==> config.mk <==
export PLATFORM = sky130hd
export DESIGN_NAME = ir_key_controller
export DESIGN_NICKNAME = d
export VERILOG_FILES = /design/src/rtl/ir_pkg.sv /design/src/rtl/ir_frame_check.sv /design/src/rtl/ir_key_controller.sv
export SDC_FILE = /design/constraint.sdc
export NUM_CORES = 1
export LEC_CHECK = 0
export BUFFER_PORTS_ARGS = -buffer_cell sky130_fd_sc_hd__buf_4
export CAP_MARGIN = 25
export CORE_UTILIZATION = 30
export CTS_CLUSTER_SIZE = 10
export DETAILED_ROUTE_END_ITERATION = 7
export HOLD_SLACK_MARGIN = 0.06
export PLACE_DENSITY = 0.49
export SKIP_CTS_REPAIR_TIMING = 1
export SLEW_MARGIN = 10
export SYNTH_ARGS = -nofsm -noshare
export SYNTH_HDL_FRONTEND = slang
export SYNTH_SLANG_ARGS = --single-unit
export TNS_END_PERCENT = 30
==> constraint.sdc <==
create_clock -name clk_in -period 2.45 [get_ports clk_in]
set_input_delay 0.245 -clock clk_in [delete_from_list [all_inputs] [get_ports clk_in]]
set_output_delay 0.245 -clock clk_in [all_outputs]
set_load 0.005 [all_outputs]
==> src/rtl/ir_pkg.sv <==
// Shared types and NEC frame field positions for the IR key controller.
package ir_pkg;

    typedef enum logic [1:0] {
        EV_NONE    = 2'd0,
        EV_PRESS   = 2'd1,
        EV_HOLD    = 2'd2,
        EV_RELEASE = 2'd3
    } ir_event_t;

    typedef enum logic [1:0] {
        ST_IDLE    = 2'd0,
        ST_PRESSED = 2'd1,
        ST_HELD    = 2'd2
    } ir_key_state_t;

    localparam int NEC_ADDR_MSB  = 31;
    localparam int NEC_ADDR_LSB  = 24;
    localparam int NEC_NADDR_MSB = 23;
    localparam int NEC_NADDR_LSB = 16;
    localparam int NEC_CMD_MSB   = 15;
    localparam int NEC_CMD_LSB   = 8;
    localparam int NEC_NCMD_MSB  = 7;
    localparam int NEC_NCMD_LSB  = 0;

    function automatic logic nec_pair_ok(
        input logic [7:0] a,
        input logic [7:0] b
    );
        return (a ^ b) == 8'hFF;
    endfunction

endpackage

==> src/rtl/ir_frame_check.sv <==
// One register stage: splits an NEC frame and flags checksum and filter
// status so the key FSM sees clean valid/fail strobes.
module ir_frame_check
    import ir_pkg::*;
#(
    parameter bit         FILTER_EN   = 1'b0,
    parameter logic [7:0] FILTER_ADDR = 8'h00
) (
    input  logic        i_clk,
    input  logic        i_rst,
    input  logic [31:0] i_code,
    input  logic        i_strobe,
    output logic        o_valid,
    output logic        o_chk_fail,
    output logic [7:0]  o_addr,
    output logic [7:0]  o_cmd
);

    logic [7:0] w_addr;
    logic [7:0] w_naddr;
    logic [7:0] w_cmd;
    logic [7:0] w_ncmd;
    logic       w_sum_ok;
    logic       w_filt_ok;

    logic       r_valid;
    logic       r_chk_fail;
    logic [7:0] r_addr;
    logic [7:0] r_cmd;

    assign w_addr  = i_code[NEC_ADDR_MSB:NEC_ADDR_LSB];
    assign w_naddr = i_code[NEC_NADDR_MSB:NEC_NADDR_LSB];
    assign w_cmd   = i_code[NEC_CMD_MSB:NEC_CMD_LSB];
    assign w_ncmd  = i_code[NEC_NCMD_MSB:NEC_NCMD_LSB];

    assign w_sum_ok  = nec_pair_ok(w_addr, w_naddr) && nec_pair_ok(w_cmd, w_ncmd);
    assign w_filt_ok = !FILTER_EN || (w_addr == FILTER_ADDR);

    always_ff @(posedge i_clk) begin
        if (i_rst) begin
            r_valid    <= 1'b0;
            r_chk_fail <= 1'b0;
            r_addr     <= 8'h00;
            r_cmd      <= 8'h00;
        end else begin
            r_valid    <= i_strobe && w_sum_ok && w_filt_ok;
            r_chk_fail <= i_strobe && !w_sum_ok;
            if (i_strobe) begin
                r_addr <= w_addr;
                r_cmd  <= w_cmd;
            end
        end
    end

    assign o_valid    = r_valid;
    assign o_chk_fail = r_chk_fail;
    assign o_addr     = r_addr;
    assign o_cmd      = r_cmd;

endmodule

==> src/rtl/ir_key_controller.sv <==
// Turns checked NEC frames into PRESS/HOLD/RELEASE key events with a
// release timeout, repeat counting and a saturating error counter.
module ir_key_controller
    import ir_pkg::*;
#(
    parameter int         RELEASE_TIMEOUT = 12_000_000,
    parameter int         HOLD_REPEATS    = 3,
    parameter bit         FILTER_EN       = 1'b0,
    parameter logic [7:0] FILTER_ADDR     = 8'h00
) (
    input  logic        clk_in,
    input  logic        rst_in,
    input  logic [31:0] code_in,
    input  logic        new_code_in,
    input  logic [3:0]  error_in,
    output logic [7:0]  key_out,
    output logic [7:0]  addr_out,
    output logic [1:0]  event_out,
    output logic        event_valid_out,
    output logic [1:0]  state_out,
    output logic [15:0] err_count_out
);

    localparam int TW = $clog2(RELEASE_TIMEOUT + 1);
    localparam int RW = (HOLD_REPEATS < 1) ? 1 : $clog2(HOLD_REPEATS + 1);
    localparam logic [TW-1:0] T_LOAD  = TW'(RELEASE_TIMEOUT);
    localparam logic [TW-1:0] T_ONE   = TW'(1);
    localparam logic [RW-1:0] REP_MAX = RW'(HOLD_REPEATS);
    localparam logic [RW-1:0] REP_ONE = RW'(1);

    logic          w_chk_valid;
    logic          w_chk_fail;
    logic [7:0]    w_f_addr;
    logic [7:0]    w_f_cmd;

    ir_key_state_t r_state;
    ir_key_state_t w_state_nxt;
    logic [TW-1:0] r_timer;
    logic [TW-1:0] w_timer_nxt;
    logic [RW-1:0] r_rep;
    logic [RW-1:0] w_rep_nxt;
    logic [RW-1:0] w_rep_inc;
    logic          r_pend;
    logic          w_pend_nxt;
    logic [7:0]    r_lk_addr;
    logic [7:0]    r_lk_cmd;
    logic [7:0]    w_lk_addr_nxt;
    logic [7:0]    w_lk_cmd_nxt;

    logic          w_ev_fire;
    ir_event_t     w_ev;
    logic [7:0]    w_ev_key;
    logic [7:0]    w_ev_addr;

    logic [7:0]    r_key_out;
    logic [7:0]    r_addr_out;
    ir_event_t     r_event;
    logic          r_ev_valid;

    logic [15:0]   r_err;
    logic          r_err_prev;
    logic          w_dec_err;
    logic          w_frm_err;
    logic [1:0]    w_err_inc;
    logic [16:0]   w_err_sum;

    logic          w_frame;
    logic          w_same;
    logic          w_expire;

    ir_frame_check #(
        .FILTER_EN   (FILTER_EN),
        .FILTER_ADDR (FILTER_ADDR)
    ) u_check (
        .i_clk      (clk_in),
        .i_rst      (rst_in),
        .i_code     (code_in),
        .i_strobe   (new_code_in),
        .o_valid    (w_chk_valid),
        .o_chk_fail (w_chk_fail),
        .o_addr     (w_f_addr),
        .o_cmd      (w_f_cmd)
    );

    // A frame landing while a pending PRESS issues is dropped as an error.
    assign w_frame   = w_chk_valid && !r_pend;
    assign w_same    = w_frame && (w_f_addr == r_lk_addr) && (w_f_cmd == r_lk_cmd);
    assign w_expire  = (r_timer == T_ONE);
    assign w_rep_inc = (r_rep >= REP_MAX) ? REP_MAX : r_rep + REP_ONE;

    always_comb begin
        w_state_nxt   = r_state;
        w_timer_nxt   = r_timer;
        w_rep_nxt     = r_rep;
        w_pend_nxt    = r_pend;
        w_lk_addr_nxt = r_lk_addr;
        w_lk_cmd_nxt  = r_lk_cmd;
        w_ev_fire     = 1'b0;
        w_ev          = EV_NONE;
        w_ev_key      = r_lk_cmd;
        w_ev_addr     = r_lk_addr;

        if (r_state != ST_IDLE && r_timer != '0) begin
            w_timer_nxt = r_timer - T_ONE;
        end

        if (r_pend) begin
            w_ev_fire   = 1'b1;
            w_ev        = EV_PRESS;
            w_timer_nxt = T_LOAD;
            w_rep_nxt   = '0;
            w_state_nxt = ST_PRESSED;
            w_pend_nxt  = 1'b0;
        end else begin
            unique case (r_state)
                ST_IDLE: begin
                    if (w_frame) begin
                        w_lk_addr_nxt = w_f_addr;
                        w_lk_cmd_nxt  = w_f_cmd;
                        w_ev_fire     = 1'b1;
                        w_ev          = EV_PRESS;
                        w_ev_key      = w_f_cmd;
                        w_ev_addr     = w_f_addr;
                        w_timer_nxt   = T_LOAD;
                        w_rep_nxt     = '0;
                        w_state_nxt   = ST_PRESSED;
                    end
                end
                ST_PRESSED, ST_HELD: begin
                    if (w_same) begin
                        w_timer_nxt = T_LOAD;
                        if (r_state == ST_HELD) begin
                            w_ev_fire = 1'b1;
                            w_ev      = EV_HOLD;
                        end else begin
                            w_rep_nxt = w_rep_inc;
                            if (w_rep_inc == REP_MAX) begin
                                w_ev_fire   = 1'b1;
                                w_ev        = EV_HOLD;
                                w_state_nxt = ST_HELD;
                            end
                        end
                    end else if (w_frame) begin
                        w_ev_fire     = 1'b1;
                        w_ev          = EV_RELEASE;
                        w_pend_nxt    = 1'b1;
                        w_lk_addr_nxt = w_f_addr;
                        w_lk_cmd_nxt  = w_f_cmd;
                    end else if (w_expire) begin
                        w_ev_fire   = 1'b1;
                        w_ev        = EV_RELEASE;
                        w_state_nxt = ST_IDLE;
                    end
                end
                default: begin
                    w_state_nxt = ST_IDLE;
                end
            endcase
        end
    end

    assign w_dec_err = (error_in != 4'd0) && !r_err_prev;
    assign w_frm_err = w_chk_fail || (w_chk_valid && r_pend);
    assign w_err_inc = {1'b0, w_frm_err} + {1'b0, w_dec_err};
    assign w_err_sum = {1'b0, r_err} + {15'd0, w_err_inc};

    always_ff @(posedge clk_in) begin
        if (rst_in) begin
            r_state    <= ST_IDLE;
            r_timer    <= '0;
            r_rep      <= '0;
            r_pend     <= 1'b0;
            r_lk_addr  <= 8'h00;
            r_lk_cmd   <= 8'h00;
            r_key_out  <= 8'h00;
            r_addr_out <= 8'h00;
            r_event    <= EV_NONE;
            r_ev_valid <= 1'b0;
            r_err      <= 16'h0000;
            r_err_prev <= 1'b0;
        end else begin
            r_state    <= w_state_nxt;
            r_timer    <= w_timer_nxt;
            r_rep      <= w_rep_nxt;
            r_pend     <= w_pend_nxt;
            r_lk_addr  <= w_lk_addr_nxt;
            r_lk_cmd   <= w_lk_cmd_nxt;
            r_ev_valid <= w_ev_fire;
            if (w_ev_fire) begin
                r_event    <= w_ev;
                r_key_out  <= w_ev_key;
                r_addr_out <= w_ev_addr;
            end
            r_err      <= w_err_sum[16] ? 16'hFFFF : w_err_sum[15:0];
            r_err_prev <= (error_in != 4'd0);
        end
    end

    assign key_out         = r_key_out;
    assign addr_out        = r_addr_out;
    assign event_out       = r_event;
    assign event_valid_out = r_ev_valid;
    assign state_out       = r_state;
    assign err_count_out   = r_err;

endmodule

==> reports/results.ini, run 1 <==
[cells_and_area]
syn_to_final_growth_pct = 26.3
layout.nets = 665
n_antenna_cell = 0
fill_cells = 1624
regArea_um2 = 1980
layout_common_cells = buf_4, dfxtp_1, nor2_1
drive_above_1_share_pct = 28.9
multi_input_area_um2 = 2730
mostFrequentLayoutCell = buf_4

[pwr]
p_per_area_nw_per_um2 = 544
p_leak_nw = 2.43
vdd_drop_max_v = 0.000413

[critical_path]
crit_chain = or4_4 > or2_4 > o41a_2 > nand2_1 > o311ai_0 > a31oi_1
path_max_fanout = 12
cp_num_buf_inv = 0
arrival_ns = 2.62
worstSetupEndpointType = flip-flop
critPathTopFamily = simple AND/OR/NAND/NOR gates
critPathKind = reg -> reg
start_kind = flip-flop
slowest_stage = o41a_2
cpPeakStageDelay_ns = 0.59
critical_path_required_ns = 2.73

[sta]
setup_tns_ns = 0
worstMarginPinSlew_ns = 0.807
setup_viol = 0
maxSlewHeadroom_pct = 46.1
max_freq_mhz = 427
hold_slack_ns = 0.121
period_share_pct = 95.6
finalMaxSlewViolations = 0
hold_violations = 0
period_needed_ns = 2.34
rsz0062_at_grt = false
skew_ns = 0.00863

[synthesis]
yosys.area_share.simple_pct = 20.0
ys_ff_latch = 99
ys_seq_area_share_pct = 40.5
synthCells = 526
syn_area_um2 = 4900
ys.flop_type = dfxtp_1
synth_edf_count = 0
avgSynthCellArea_um2 = 9.31
yosys-mux-area-fraction_pct = 6.54
synth-compound-area-share_pct = 17.0
synth_top_family_by_area = simple AND/OR/NAND/NOR gates
yosysWarnings = 0
synth_nets = 573
synth-adder-area-share_pct = 2.20
ys_types = 63
synth_xor_xnor_area_share_pct = 9.66
async_reset_ff_share_pct = 0

[global_routing]
grt_overflow_total = 0
grt_usage_pct = 16.3
grt_pass1_vias = 4078
grt_max_degree = 51
grt_pass1_wl_um = 21300
antenna_found_initial = 0

[route]
drt_wl_total_um = 13200
wl_per_cell_um = 15.7
via_per_inst = 4.98
antenna_left = 0
vias = 4177
drc_errors = 0
drtIter0Drc = 302
first_pass_iters = 4

[place]
io_buffers = 75
routabilityCongestion = 0.778
dp.final_hpwl_um = 9330

[clock_tree]
cts_num_sinks = 99
clk_pin_slew_ns = 0.07
cts-root-buf = clkbuf_16
cts_buffer_depth = 2
htree_levels = 3
cts_tree = built
clk_latency_ns = 0.36
cts_buffers = 9

[worst_hold_path]
hold_class = in -> reg

[die]
num_rows = 46
initial_utilization_pct = 30.8
core_area_um2 = 15900
die_w_um = 130
ios = 76
die_h_um = 130
dieArea_um2 = 16800

[run]
max-cap-violations = 0

[run_status]
outcome = completed

## layout make-up
cell class | instances | share of cell area, %
timing repair buffer | 110 | 13.9
multi-input combinational | 384 | 44.1
clock inverter | 7 | 1.09
inverter | 14 | 0.850
tap | 216 | 4.37
clock buffer | 9 | 3.64
sequential | 99 | 32.1
## stage by stage
step / setup WS [ns] / cells / instance area [µm²] / power (W) / utilization (%)
after CTS: 0.0833 / 839 / 6170 / 0.00341 / 38.8
after floorplan: 0.313 / 526 / 4900 / 0.00183 / -
after detailed placement: 0.116 / 823 / 5880 / 0.00196 / 37.0
after global placement: 0.160 / 822 / 5860 / 0.00196 / 36.9
final: 0.107 / 839 / 6180 / 0.00336 / 38.9
after global routing: 0.0158 / 839 / 6180 / 0.00349 / 38.9
## Yosys cell counts, types with 3 or more instances
library cell	number	share of area [%]
buf_2	4	0.41
o31ai_1	3	0.46
nand2_1	51	3.9
o211ai_1	5	0.77
nor2_1	52	4.0
buf_6	4	0.92
nand4_1	12	1.5
or4_1	5	0.77
nand2b_1	4	0.51
and3_1	3	0.38
nor3b_1	3	0.46
nor4_1	6	0.77
o21ai_0	6	0.61
or3_1	4	0.51
dfxtp_1	99	40
nand3_2	3	0.61
and2_1	3	0.38
clkbuf_1	19	1.5
xor2_1	25	4.5
nand3_1	19	1.9
a21oi_1	20	2.0
xnor2_1	29	5.2
a31oi_1	10	1.3
mux2i_1	32	6.5
ha_1	7	1.8
o221a_2	33	7.6
inv_1	12	0.92
a21o_1	3	0.46
nor3_1	9	0.92
## sequential cells by signal, indices dropped and copies added (netlist names)
name / cells
r_timer: 24
r_lk_addr: 8
u_check.o_cmd: 8
event_out: 2
u_check.o_valid: 1
r_rep: 2
key_out: 8
r_err_prev: 1
err_count_out: 16
state_out: 2
r_pend: 1
u_check.o_addr: 8
u_check.o_chk_fail: 1
event_valid_out: 1
addr_out: 8
r_lk_cmd: 8
## where the power goes
group          leakage, nW  internal, W  total (W)  switching, W
registers            0.801      0.00163    0.00166     0.0000260
logic                 1.49     0.000140   0.000265      0.000125
clock network        0.142     0.000721    0.00144      0.000717
total                 2.43      0.00249    0.00336      0.000868
## cell families after synthesis
group | count (synthesis)
simple gates | 192
flops | 99
compound gates | 98
xor+xnor | 54
buf+inv | 43
mux | 32
fa+ha+maj | 8
## routing by layer
layer	track usage, %	wire, µm	vias to the layer above
met5	0	0	-
met4	5.13	208	0
met3	4.55	637	15
met2	25.3	6160	97
met1	21.9	6190	1970
li1	-	-	2095
## worst min-delay path: stages
cell	delay (ns)
buf_4	0.08
nor4_1	0.05
nor2_1	0.07
## worst paths after layout
kind / startpoint / end / slack (ns) / cells after the start
worst min register to register: r_lk_addr[3] / r_lk_addr[3] / 0.50 / 2
worst min-delay path: error_in[2] / r_err_prev / 0.12 / 3
worst max register to register: r_timer[14] / r_timer[8] / 0.11 / 6
worst max-delay path: r_timer[14] / r_timer[8] / 0.11 / 6
(Power assumes the default switching activity.)
==> run 2, diff against run 1 <==
--- a/config.mk
+++ b/config.mk
@@ -6,12 +6,12 @@
 export NUM_CORES = 1
 export LEC_CHECK = 0
 export BUFFER_PORTS_ARGS = -buffer_cell sky130_fd_sc_hd__buf_4
-export CAP_MARGIN = 25
+export CAP_MARGIN = 20
 export CORE_UTILIZATION = 30
 export CTS_CLUSTER_SIZE = 10
 export DETAILED_ROUTE_END_ITERATION = 7
 export HOLD_SLACK_MARGIN = 0.06
-export PLACE_DENSITY = 0.49
+export PLACE_DENSITY = 0.5
 export SKIP_CTS_REPAIR_TIMING = 1
 export SLEW_MARGIN = 10
 export SYNTH_ARGS = -nofsm -noshare
==> constraint.sdc (replaced) <==
create_clock -name clk_in -period 2.09 [get_ports clk_in]
set_input_delay 0.209 -clock clk_in [delete_from_list [all_inputs] [get_ports clk_in]]
set_output_delay 0.209 -clock clk_in [all_outputs]
set_load 0.02 [all_outputs]
==> run 2 against run 1 <==
Effect of this change:
- the run now ends with setup timing left
- sequential power rose by 17%
- largest power group unchanged
- utilization is 2.9 points higher
- critical path depth stayed put
==> reports/results.ini, run 2 (synthesized netlist as in run 1, its figures left out) <==
[route]
via_per_inst = 5.05
drc_errors = 0
drt_wl_total_um = 13900
drtIter0Drc = 209
vias = 4394
first_pass_iters = 5
antenna_left = 0
wl_per_cell_um = 16.0

[critical_path]
critPathTopFamily = simple AND/OR/NAND/NOR gates
critical_path_required_ns = 2.35
critPathKind = reg -> reg
arrival_ns = 2.39
slowest_stage = or4_4
cpPeakStageDelay_ns = 0.53
r2r_end = state_out[0]
start_kind = flip-flop
r2r_start = r_timer[14]
reg2reg_depth = 6
cp_num_buf_inv = 0
crit_top_cell = or4_4
rrSetupSlack_ns = -0.05
worstSetupEndpointType = flip-flop
crit_chain = or4_4 > or2_4 > or4_4 > nand3_2 > o21ai_2 > a221oi_2
path_max_fanout = 5

[die]
num_rows = 46
dieArea_um2 = 16800
die_h_um = 130
die_w_um = 130
initial_utilization_pct = 30.8
ios = 76
core_area_um2 = 15900

[run]
max-cap-violations = 0

[cells_and_area]
n_antenna_cell = 0
drive_above_1_share_pct = 35.3
syn_to_final_growth_pct = 35.8
final_area_um2 = 6650
largest_reg_flops = 24
mostFrequentLayoutCell = buf_4
layout.nets = 696
regMostFlops = r_timer
layout_common_cells = buf_4, dfxtp_1, nor2_1, nand2_1, o221a_2

[clock_tree]
cts_num_sinks = 99
cts_buffer_depth = 2
cts_buffers = 9
clk_pin_slew_ns = 0.07
cts_tree = built
htree_levels = 3
clk_latency_ns = 0.35
cts-root-buf = clkbuf_16

[place]
dp.final_hpwl_um = 9510
routabilityCongestion = 0.785
io_buffers = 75
placed_area_um2 = 6110

[sta]
period_share_pct = 102
max_freq_mhz = 468
finalMaxSlewViolations = 0
worstMarginPinSlew_ns = 0.470
hold_slack_ns = 0.0880
period_needed_ns = 2.14
setup_tns_ns = -0.419
hold_violations = 0
rsz0062_at_grt = true
worst_slack_ns = -0.0458
setup_viol = 20
skew_ns = 0.00985
maxSlewHeadroom_pct = 68.2

[run_status]
violations = setup timing
outcome = finished, violations left

[worst_hold_path]
min_to = r_err_prev
hold_class = in -> reg
hold_path.startpoint = error_in[2]
hold_path_depth = 3

[global_routing]
grt_pass1_wl_um = 21400
antenna_found_initial = 0
grt_overflow_total = 0
grt_max_degree = 51
grt_pass1_vias = 4230
grt_usage_pct = 16.3

[pwr]
p_leak_nw = 2.64
p_per_area_nw_per_um2 = 607
vdd_drop_max_v = 0.000410

[run 2: changes by cell type in the layout (fill, tap and decap cells not counted), sizes merged]
cell,previous run,this run
inv,17,14
bufinv,0,1
clkbuf,9,11
buf,110,139
clkinvlp,1,2
nand3,22,23
[run 2: worst min-delay path: cells and delay by family]
family        cells  cell delay (ns)
buf+inv           1             0.08
simple gates      2             0.11
[run 2: final cells by class]
cell class | count | area [µm²]
clock buffers | 10 | 239
clock inverters | 6 | 72.6
fillers | 1592 | 9230
inverters | 14 | 52.6
multi-input cells | 385 | 2900
flip-flops and latches | 99 | 1990
well taps | 216 | 270
repair buffers | 140 | 1130
[run 2: where the power goes]
part | switching [W] | total, W | internal [W]
logic | 0.000164 | 0.000336 | 0.000172
registers | 0.0000279 | 0.00194 | 0.00191
clock network | 0.000784 | 0.00176 | 0.000977
total | 0.000976 | 0.00404 | 0.00306
[run 2: layer usage]
metal / routed length, µm / track usage, % / vias to the layer above
li1: - / - / 2161
met1: 6570 / 20.9 / 2138
met2: 6810 / 28.1 / 84
met3: 401 / 2.34 / 11
met4: 148 / 5.40 / 0
met5: 0 / 0 / -
[run 2: worst max-delay path by stage]
stage / startpoint / endpoint / cells after the start
global placement: r_pend / err_count_out[0] / 8
global route: r_timer[14] / addr_out[0] / 7
floorplan: r_pend / err_count_out[11] / 9
finish: r_timer[14] / state_out[0] / 6
CTS: r_pend / err_count_out[1] / 8
detailed placement: r_pend / err_count_out[1] / 8
[run 2: through the flow]
| stage | power (W) | setup WS, ns | cells | utilization, % |
|---|---|---|---|---|
| 2_1_floorplan | 0.00216 | -0.0453 | 526 | - |
| 3_3_place_gp | 0.00232 | -0.0663 | 848 | 38.4 |
| 3_5_place_dp | 0.00232 | -0.174 | 848 | 38.4 |
| 4_1_cts | 0.00409 | -0.196 | 864 | 40.4 |
| 5_1_grt | 0.00421 | -0.109 | 870 | 41.9 |
| 6_report | 0.00404 | -0.0458 | 870 | 41.9 |
